$ cat src/rtl/chess_timer.sv
// Multi-player chess clock: one running countdown per player, per-second prescaler,
// Fischer increment on each move, low-time warning pulse and flag-fall detection.
module chess_timer #(
  parameter int CLK_HZ   = 100000000,
  parameter int PLAYERS  = 2,
  parameter int SEC_W    = 12,
  parameter int INIT_SEC = 600,
  parameter int INC_SEC  = 0,
  parameter int WARN_SEC = 10,
  localparam int AW      = (PLAYERS > 2) ? $clog2(PLAYERS) : 1
) (
  input  logic                     clk,
  input  logic                     rst,
  input  logic                     load,
  input  logic                     start,
  input  logic                     pause,
  input  logic                     move_done,
  output logic [PLAYERS*SEC_W-1:0] time_flat,
  output logic [AW-1:0]            active,
  output logic [1:0]               state,
  output logic                     sec_tick,
  output logic                     warn,
  output logic                     timeout,
  output logic [AW-1:0]            loser
);

  localparam int PW = (CLK_HZ > 2) ? $clog2(CLK_HZ) : 1;
  localparam logic [PW-1:0] PRESC_MAX = PW'(CLK_HZ - 1);
  localparam longint MAXV = (64'd1 << SEC_W) - 1;
  localparam logic [SEC_W-1:0] INIT_T = SEC_W'(INIT_SEC);
  localparam logic [SEC_W:0] INC_T  = (SEC_W+1)'((INC_SEC > MAXV) ? MAXV : INC_SEC);
  localparam logic [SEC_W:0] WARN_T = (SEC_W+1)'((WARN_SEC > MAXV) ? MAXV : WARN_SEC);
  localparam logic [AW-1:0] LAST_PLAYER = AW'(PLAYERS - 1);

  typedef enum logic [1:0] {
    ST_IDLE   = 2'd0,
    ST_RUN    = 2'd1,
    ST_PAUSED = 2'd2,
    ST_OVER   = 2'd3
  } state_t;

  state_t           state_reg, state_next;
  logic [SEC_W-1:0] times_reg  [PLAYERS];
  logic [SEC_W-1:0] times_next [PLAYERS];
  logic [AW-1:0]    active_reg, active_next;
  logic [PW-1:0]    presc_reg, presc_next;
  logic             timeout_reg, timeout_next;
  logic [AW-1:0]    loser_reg, loser_next;
  logic             sec_tick_reg, sec_tick_next;
  logic             warn_reg, warn_next;

  logic [SEC_W-1:0] cur_time;
  logic [SEC_W-1:0] dec_time;
  logic [AW-1:0]    next_player;
  logic             tick;

  // Increment with saturation at the all-ones value of the counter.
  function automatic logic [SEC_W-1:0] add_inc(input logic [SEC_W-1:0] t);
    logic [SEC_W:0] s;
    s = {1'b0, t} + INC_T;
    return s[SEC_W] ? {SEC_W{1'b1}} : s[SEC_W-1:0];
  endfunction

  assign cur_time    = times_reg[active_reg];
  assign dec_time    = cur_time - SEC_W'(1);
  assign next_player = (active_reg == LAST_PLAYER) ? '0 : active_reg + AW'(1);
  assign tick        = (presc_reg == PRESC_MAX);

  always_comb begin
    state_next    = state_reg;
    times_next    = times_reg;
    active_next   = active_reg;
    presc_next    = presc_reg;
    timeout_next  = timeout_reg;
    loser_next    = loser_reg;
    sec_tick_next = 1'b0;
    warn_next     = 1'b0;

    if (load) begin
      state_next   = ST_IDLE;
      times_next   = '{default: INIT_T};
      active_next  = '0;
      presc_next   = '0;
      timeout_next = 1'b0;
      loser_next   = '0;
    end else begin
      case (state_reg)
        ST_IDLE: begin
          if (start) state_next = ST_RUN;
        end
        ST_RUN: begin
          // The whole RUN cycle is honoured even when pause arrives; pause only
          // selects the following state.
          if (pause) state_next = ST_PAUSED;
          if (tick) begin
            presc_next    = '0;
            sec_tick_next = 1'b1;
            if (cur_time <= SEC_W'(1)) begin
              // Flag falls: any coincident move is discarded and the clock freezes.
              times_next[active_reg] = '0;
              state_next             = ST_OVER;
              timeout_next           = 1'b1;
              loser_next             = active_reg;
            end else begin
              warn_next = ({1'b0, dec_time} <= WARN_T);
              if (move_done) begin
                times_next[active_reg] = add_inc(dec_time);
                active_next            = next_player;
              end else begin
                times_next[active_reg] = dec_time;
              end
            end
          end else begin
            presc_next = presc_reg + PW'(1);
            if (move_done) begin
              times_next[active_reg] = add_inc(cur_time);
              active_next            = next_player;
              presc_next             = '0;
            end
          end
        end
        ST_PAUSED: begin
          if (start) state_next = ST_RUN;
        end
        ST_OVER: begin
        end
        default: state_next = ST_IDLE;
      endcase
    end
  end

  always_ff @(posedge clk) begin
    if (rst) begin
      state_reg    <= ST_IDLE;
      times_reg    <= '{default: INIT_T};
      active_reg   <= '0;
      presc_reg    <= '0;
      timeout_reg  <= 1'b0;
      loser_reg    <= '0;
      sec_tick_reg <= 1'b0;
      warn_reg     <= 1'b0;
    end else begin
      state_reg    <= state_next;
      times_reg    <= times_next;
      active_reg   <= active_next;
      presc_reg    <= presc_next;
      timeout_reg  <= timeout_next;
      loser_reg    <= loser_next;
      sec_tick_reg <= sec_tick_next;
      warn_reg     <= warn_next;
    end
  end

  generate
    for (genvar gi = 0; gi < PLAYERS; gi++) begin : g_pack
      assign time_flat[gi*SEC_W +: SEC_W] = times_reg[gi];
    end
  endgenerate

  assign active   = active_reg;
  assign state    = state_reg;
  assign sec_tick = sec_tick_reg;
  assign warn     = warn_reg;
  assign timeout  = timeout_reg;
  assign loser    = loser_reg;

endmodule

$ cat config.mk
export PLATFORM = sky130hd
export DESIGN_NAME = chess_timer
export DESIGN_NICKNAME = d
export VERILOG_FILES = /design/src/rtl/chess_timer.sv
export SDC_FILE = /design/constraint.sdc
export NUM_CORES = 1
export LEC_CHECK = 0
export ABC_AREA = 1
export CORE_UTILIZATION = 53
export DETAILED_ROUTE_END_ITERATION = 12
export HOLD_SLACK_MARGIN = 0.1
export PLACE_DENSITY = 0.75
export RECOVER_POWER = 25
export SKIP_CTS_REPAIR_TIMING = 1
export SYNTH_ARGS = -nofsm -noshare
export SYNTH_HDL_FRONTEND = slang
export SYNTH_SLANG_ARGS = --single-unit
export TNS_END_PERCENT = 50
$ cat constraint.sdc
create_clock -name clk -period 2.5 [get_ports clk]
set_input_delay 0.625 -clock clk [delete_from_list [all_inputs] [get_ports clk]]
set_output_delay 0.625 -clock clk [all_outputs]
set_load 0.01 [all_outputs]
; Yosys cells after proc, flatten, opt, wreduce, memory -nomap -nowiden
; Index checks and enable logic that the tools add are counted.
[totals]
register_bits = 58
latchBits = 0
ramBits = 0
rom_bits = 0
inputBits = 6
out_inout_bits = 31
wordCells = 60
memories = 0
[op_classes]
add_sub_neg = 3
multipliers = 0
div_mod_pow = 0
n_lt_le_gt_ge = 4
eq_ne = 5
n_shift = 0
muxes = 22
bitwise = 5
reduce_logical = 12
[op_table]
columns = op, n
row1 = $mux 24, 3
row2 = $mux 27, 2
row3 = $bwmux 24, 2
row4 = $mux 12, 4
row5 = $add 27x1->27 const B, 1
row6 = $eq 27x27->1 const B, 1
row7 = $and 24x24->24, 1
row8 = $not 24->24, 1
row9 = $demux 12 s1, 1
row10 = $le 12x1->1 const B, 1
row11 = $le 12x4->1 const B, 1
row12 = $sub 12x1->12 const B, 1
row13 = $mux 2, 4
row14 = $reduce_and 2->1, 3
row15 = $mux 1, 5
row16 = $reduce_or 5->1, 1
row17 = $pmux 2 s2, 1
row18 = $reduce_bool 2->1, 2
row19 = $reduce_or 2->1, 2
row20 = $reduce_and 3->1, 1
row21 = $reduce_or 3->1, 1
row22 = $eq 2x1->1 const B, 1
row23 = $eq 2x2->1 const B, 1
row24 = $ge 2x2->1 const B, 1
row25 = 8 further kinds, 9

; Logic depth before layout (Yosys ltp)
[depth]
word_depth = 9
depth_mapped = 19
depth_no_buf = 17

; Worst setup path before layout
; No wires, ideal clock.
[synth_timing]
kind = register to register
startpoint = register active_reg, in the netlist active
endpoint = register times_reg (netlist bit time_flat[13])
setup_time_ns = 0.117
arrival_time_ns = 2.149
required_ns = 2.383
setup_slack_ns = 0.234
path_stages_with_launch = 18
n_path_buf = 3
period_less_slack_ns = 2.266
cell_sequence = dfxtp_1 > buf_6 > inv_4 > buf_6 > nand2_1 > nand2_1 > inv_1 > ha_1 > nor2_1 > nor2_1 > nand3_2 > nor2_4 > nand2_4 > nand2_4 > nand2_4 > buf_6 > nor3_2 > nor2_1
[synth_between]
elab_chain_cells = 9
word_cells_on_any_way = 18
cone_classes = 1 x add/sub / 3 x order compare / 10 x mux / 3 x bitwise / 1 x reduce/logical
[synth_lines]
columns = item, line_no
row1 = "start, declared", 45  ; logic [AW-1:0] active_reg, active_next;
row2 = "start signal, assigned", 145  ; active_reg <= active_next;
row3 = $not 1->2 (implied by the code) (*), n/a
row4 = branches (longest 7 deep; another with $sub 12x1->12), n/a
row5 = $mux 24 (*), 95  ; if (tick) begin
row6 = "end signal, assigned", 144  ; times_reg <= times_next;
row7 = "end, declared", 43  ; logic [SEC_W-1:0] times_reg [PLAYERS];
; Every way passes the cells marked *. The select of a mux whose other input is x is not followed.
; A chain may end at the register's enable or synchronous reset.

; Worst setup path after layout
; Ends and elaborated chain as after synthesis.

==> flow_summary.ini <==
[outcome]
status = finished, final reports clean

[detailed_routing]
routedWlPerCell_um = 13.39
wl_mm = 10.06
antenna_left = 0
routed_via_density = 5.280
drt_iter0_drc = 222
drt_first_pass_iters = 6
vias = 3965
drc = 0

[cts]
numCtsBuffers = 9
cts.sinks = 58
cts_buffer_depth = 2
htreeDepth = 3
cts_tree = built
cts-root-buf = clkbuf_8
clk_latency_ps = 360
clk_pin_slew_ps = 80

[global_routing]
grt_start_max_net_pins = 25
grt_overflow = 0
antenna_found_initial = 0
grt_pass1_wl_mm = 16.60
grt_pass1_vias = 3642
grt_usage_pct = 28.92

[synthesis]
yosys-top-cells-area = dfxtp_1 (31%), nand2_1 (19%), nor2_1 (9.8%)
synthArstFlopShare_pct = 0
syn-cell-area_um2 = 3715
synth_common_cells = nand2_1 (186), nor2_1 (97), inv_1 (67)
yosys.area_share.adder_pct = 1.347
synth_warnings = 0
synth_edf_count = 0
syn_inst = 603
ys_ff_latch = 58
ys.flop_type = dfxtp_1
yosys.area.top_type = dfxtp_1
ys_seq_area_share_pct = 31.26
ys_types = 38
synth_top_area_share_pct = 31.26
synthMuxAreaShare_pct = 0
synthSimpleGateAreaFrac_pct = 44.09
synth-xor-area-share_pct = 3.537
synth_compound_area_share_pct = 10.27
synth_top_family_by_area = simple AND/OR/NAND/NOR gates
avgSynthCellArea_um2 = 6.161
synth.most_common_cell = nand2_1
synth_fp_nets = 613

[placement]
globalplace.congestion = 0.9512
dpl.hpwl_mm = 7.801
place_ws_ps = 197.2
dpl.cell_count = 735
place_area_um2 = 4202
portBuffers = 36

[die]
start_util_pct = 54.68
core.rowCount = 30
design.core.area_um2 = 6794
dieHeight_um = 85.72
die_w_um = 85.72
die-area_um2 = 7348
ios = 37

[sta]
fmax_mhz = 443.2
maxSlewViolCount = 0
rsz0062_at_grt = no
tns_ps = 0
slew-limit-headroom_pct = 71.37
finalCriticalPeriod_ps = 2256
whs_ps = 449.0
hold_viol_final = 0
worst_pin_slew_ps = 426.2
clock_skew_ps = 14.86
fin_crit_sh_pct = 90.24
setup_viol = 0
setup_ws_ps = 243.9

[worst_hold_path]
hp-class = flip-flop to flip-flop
hp-start = timeout$_SDFFE_PP0P_
whs_path_depth = 2

[flow_run]
cap_viol_max_count = 0

[worst_setup_path]
cp.required_ps = 2800
crit_chain = inv_4 -> nand2_1 -> nand2_1 -> inv_1 -> ha_1 -> nor2_1 -> nor2_1 -> nand3_2 -> nor2_4 -> nand2_4 -> nand2_4 -> nand2_4 -> inv_2 -> o21ai_0 -> nor2_1
cp-startpoint = active$_SDFFE_PP0P_
critical_path_arrival_ps = 2560
cp_max_fo = 13
rr_worst_depth = 15
path_class = flip-flop to flip-flop
endpoint_kind = flip-flop
cp.depth = 15
r2r-start = active$_SDFFE_PP0P_
cp_slowest_cell = dfxtp_2
max_stage_delay_ps = 400
path_buf_inv = 3
path_delay_family = simple AND/OR/NAND/NOR gates
startpoint_type = flip-flop
r2r_setup_slack_ps = 240

[power_and_ir_drop]
ir_drop_uv = 314.1
power.total_mw = 2.128
leakage_nw = 1.994
power.density_nw_per_um2 = 477.5

[final_layout]
final_nets = 660
final_cell_area_um2 = 4457
largest_register_ffs = 27
area_growth_pct = 19.97
drive_gt1_share_pct = 9.924
num_antenna_cells = 0
fill_cells = 638
fin_util_pct = 65.60
fin_cells = 751
cells by family (layout without fill, tap and decap cells):
family / Yosys count / count (layout)
and+or+nand+nor: 375 / 375
buffers and inverters: 84 / 136
AOI/OAI and AO/OA: 67 / 67
DFF: 58 / 58
xor gates and xnor gates: 15 / 15
adders and majority gates: 4 / 4
power breakdown:
part           switching [mW]  internal [mW]  leakage [nW]
Clock                   0.398          0.713         0.129
Sequential            0.00269          0.927         0.468
Combinational          0.0570         0.0307          1.40
Total                   0.458           1.67          1.99
layer usage:
metal / global-route usage, % / share of wire (%)
met1: 34.87 / 42
met2: 49.31 / 49
met3: 4.235 / 4.4
met4: 16.52 / 4.4
met5: 0 / 0
placed cells by master (no fill, tap or decap), drive strengths merged, types with 4 or more instances in the layout:
| master | instances |
|---|---|
| xor2 | 13 |
| nand3 | 43 |
| clkdlybuf4s50 | 15 |
| o22ai | 4 |
| clkbuf | 11 |
| o21ai | 17 |
| nand2 | 200 |
| dfxtp | 58 |
| ha | 4 |
| nand4 | 7 |
| inv | 72 |
| dlygate4sd3 | 21 |
| nor3 | 14 |
| nor2 | 107 |
| a21oi | 36 |
| buf | 11 |
path summary, 6_finish.rpt:
kind | endpoint
worst max-delay path | time_flat[13]$_SDFFE_PP0P_
worst min-delay path | timeout$_SDFFE_PP0P_
worst max register to register | time_flat[13]$_SDFFE_PP0P_
worst min register to register | timeout$_SDFFE_PP0P_
layout make-up:
class	count	area, um2	share of cell area (%)
clock buffer	11	151.4	3.397
clock inverter	5	100.1	2.246
inverter	73	276.5	6.204
multi-input combinational	461	2203	49.44
sequential	58	1162	26.08
tap	96	120.1	2.695
timing repair buffer	47	442.9	9.938
worst min-delay path, delay by kind of cell, from the launching register on:
kind            cells  cell delay (ps)
flops               1              310
compound gates      1               50
buf+inv             1               40
Power figures use the tool's default switching activity.
==> variant (same flow settings) <==
Remove the register `sec_tick_reg`: a continuous assignment takes its place, so the output `sec_tick` follows one clock earlier.
--- a/src/rtl/chess_timer.sv
+++ b/src/rtl/chess_timer.sv
@@ -139,3 +139,2 @@
       loser_reg    <= '0;
-      sec_tick_reg <= 1'b0;
       warn_reg     <= 1'b0;
@@ -148,3 +147,2 @@
       loser_reg    <= loser_next;
-      sec_tick_reg <= sec_tick_next;
       warn_reg     <= warn_next;
@@ -152,2 +150,4 @@
   end
+
+  assign sec_tick_reg = sec_tick_next;
 
Check against the original RTL: same outputs for any inputs over 10 cycles, from zero or initial values; that may be too few to reach the edited logic, so the function may still have changed.
==> variant against the original RTL <==
- register-to-register slack worse by 0.08 ns
- die area up 2.0%
- area after synthesis grew 2.1%
- utilization up 0.81 points
- critical path depth shrank 5
- clock power fell by 5%
- power shrank 2.5%
- wire length is 6.7% higher
- sequential cell count is 1 lower
- worst setup slack got worse by 0.12 ns
- global-route usage up 0.74 points
- final area is 2.4% higher
- clock skew is 0.0037 ns lower
- critical path type is now flop to output pin
- largest cell class unchanged
- largest power group unchanged
==> variant: results (changes against the original RTL) <==
Run status
  • Outcome: complete, no violations

Worst setup path
  • Critical Path Source: presc_reg[1]$_SDFFE_PP0P_
  • R2R setup slack: 0.16 ns (-0.08 ns)
  • Critical Path Max Stage Delay: 0.35 ns (-0.05 ns)
  • Crit path max fanout: 3 (-10)
  • Crit path to: sec_tick

Synth
  • Syn nets: 616 (+0.49%)
  • Sequential-to-total area share from yosys stat: 0.301 (-0.0117)
  • Adder-cell share of the synthesized area: 0.0132 (-0.000276)
  • Post-Syn Area per Cell: 6.26 um2 (+1.6%)
  • Post-synth top cells: 187 x nand2_1, 96 x nor2_1, 57 x dfxtp_1, 56 x inv_1, 35 x nand3_1
  • Synth area leaders: dfxtp_1 30%, nand2_1 19%, nor2_1 9.5%
  • Xor and xnor area share after synthesis: 0.0208 (-0.0146)
  • Synth Area in Compound Gates: 0.105 (+0.00219)

Power and ir drop
  • Seq pwr share: 0.441 (+0.004)
  • P_leak: 1.96 nW (-1.9%)
  • Peak VDD IR: 0.000283 V (-10%)
  • P_sw: 0.000467 W (+2.0%)
  • Logic pwr share: 0.048 (+0.007)

Global route
  • Largest net degree at the start of global routing: 20 (-20%)
  • GRT Util Overall: 0.297 (+0.00745)
  • Antenna violations before repair: 0 (unchanged)
  • Vias in the first global route: 3546 (-2.6%)

Drt
  • Via-to-Cell Ratio: 5.36 (+1.5%)
  • Average wire per cell in the routed design: 14.1 um (+5.3%)
  • Initial drt markers: 321 (+45%)
  • DRT Pass-1 Iters: 5 (-1)
  • Total wire length: 10.7 mm (+6.7%)

Worst hold path
  • Worst Hold End: presc_reg[6]$_SDFFE_PP0P_
  • Hold path start: presc_reg[6]$_SDFFE_PP0P_

Place
  • Inst Count DP: 745 (+1.4%)
  • Final GP Congestion: 0.936 (-1.6%)
  • Hpwl dp: 8.01 mm (+2.6%)

Cells and area
  • Layout cell share with drive strength beyond 1: 0.131 (+0.0316)
  • Layout Nets: 670 (+1.5%)

Timing
  • Worst Skew: 0.0112 ns (-0.00367 ns)
  • Fin crit share: 0.951 (+0.0488)
  • Hold_ws: 0.466 ns (+0.0168 ns)
variant: changes by cell type after synthesis, moves of 3 or more:
cell / delta
nand3_1: -6
nand4_1: +6
nor2_4: +6
inv_1: -11
nor3b_1: +3
xor2_1: -6
a21oi_1: -3
nand2_2: +5
a211oi_1: +3
variant: cell type report:
type | instances | area [um2]
Timing Repair Buffer | 57 | 513
Tap cell | 96 | 120
Fill cell | 654 | 2310
Inverter | 63 | 241
Clock inverter | 5 | 104
Sequential cell | 57 | 1140
Multi-Input combinational cell | 472 | 2310
Clock buffer | 11 | 131
variant: per-layer routing:
| layer | wire, um | vias up | share of wire | global-route usage |
|---|---|---|---|---|
| met4 | 124 | 0 | 0.012 | 0.0879 |
| met2 | 4630 | 163 | 0.43 | 0.462 |
| met1 | 5190 | 1855 | 0.48 | 0.416 |
| met3 | 781 | 13 | 0.073 | 0.0581 |
| li1 | - | 2047 | - | - |
| met5 | 0 | - | 0 | 0 |
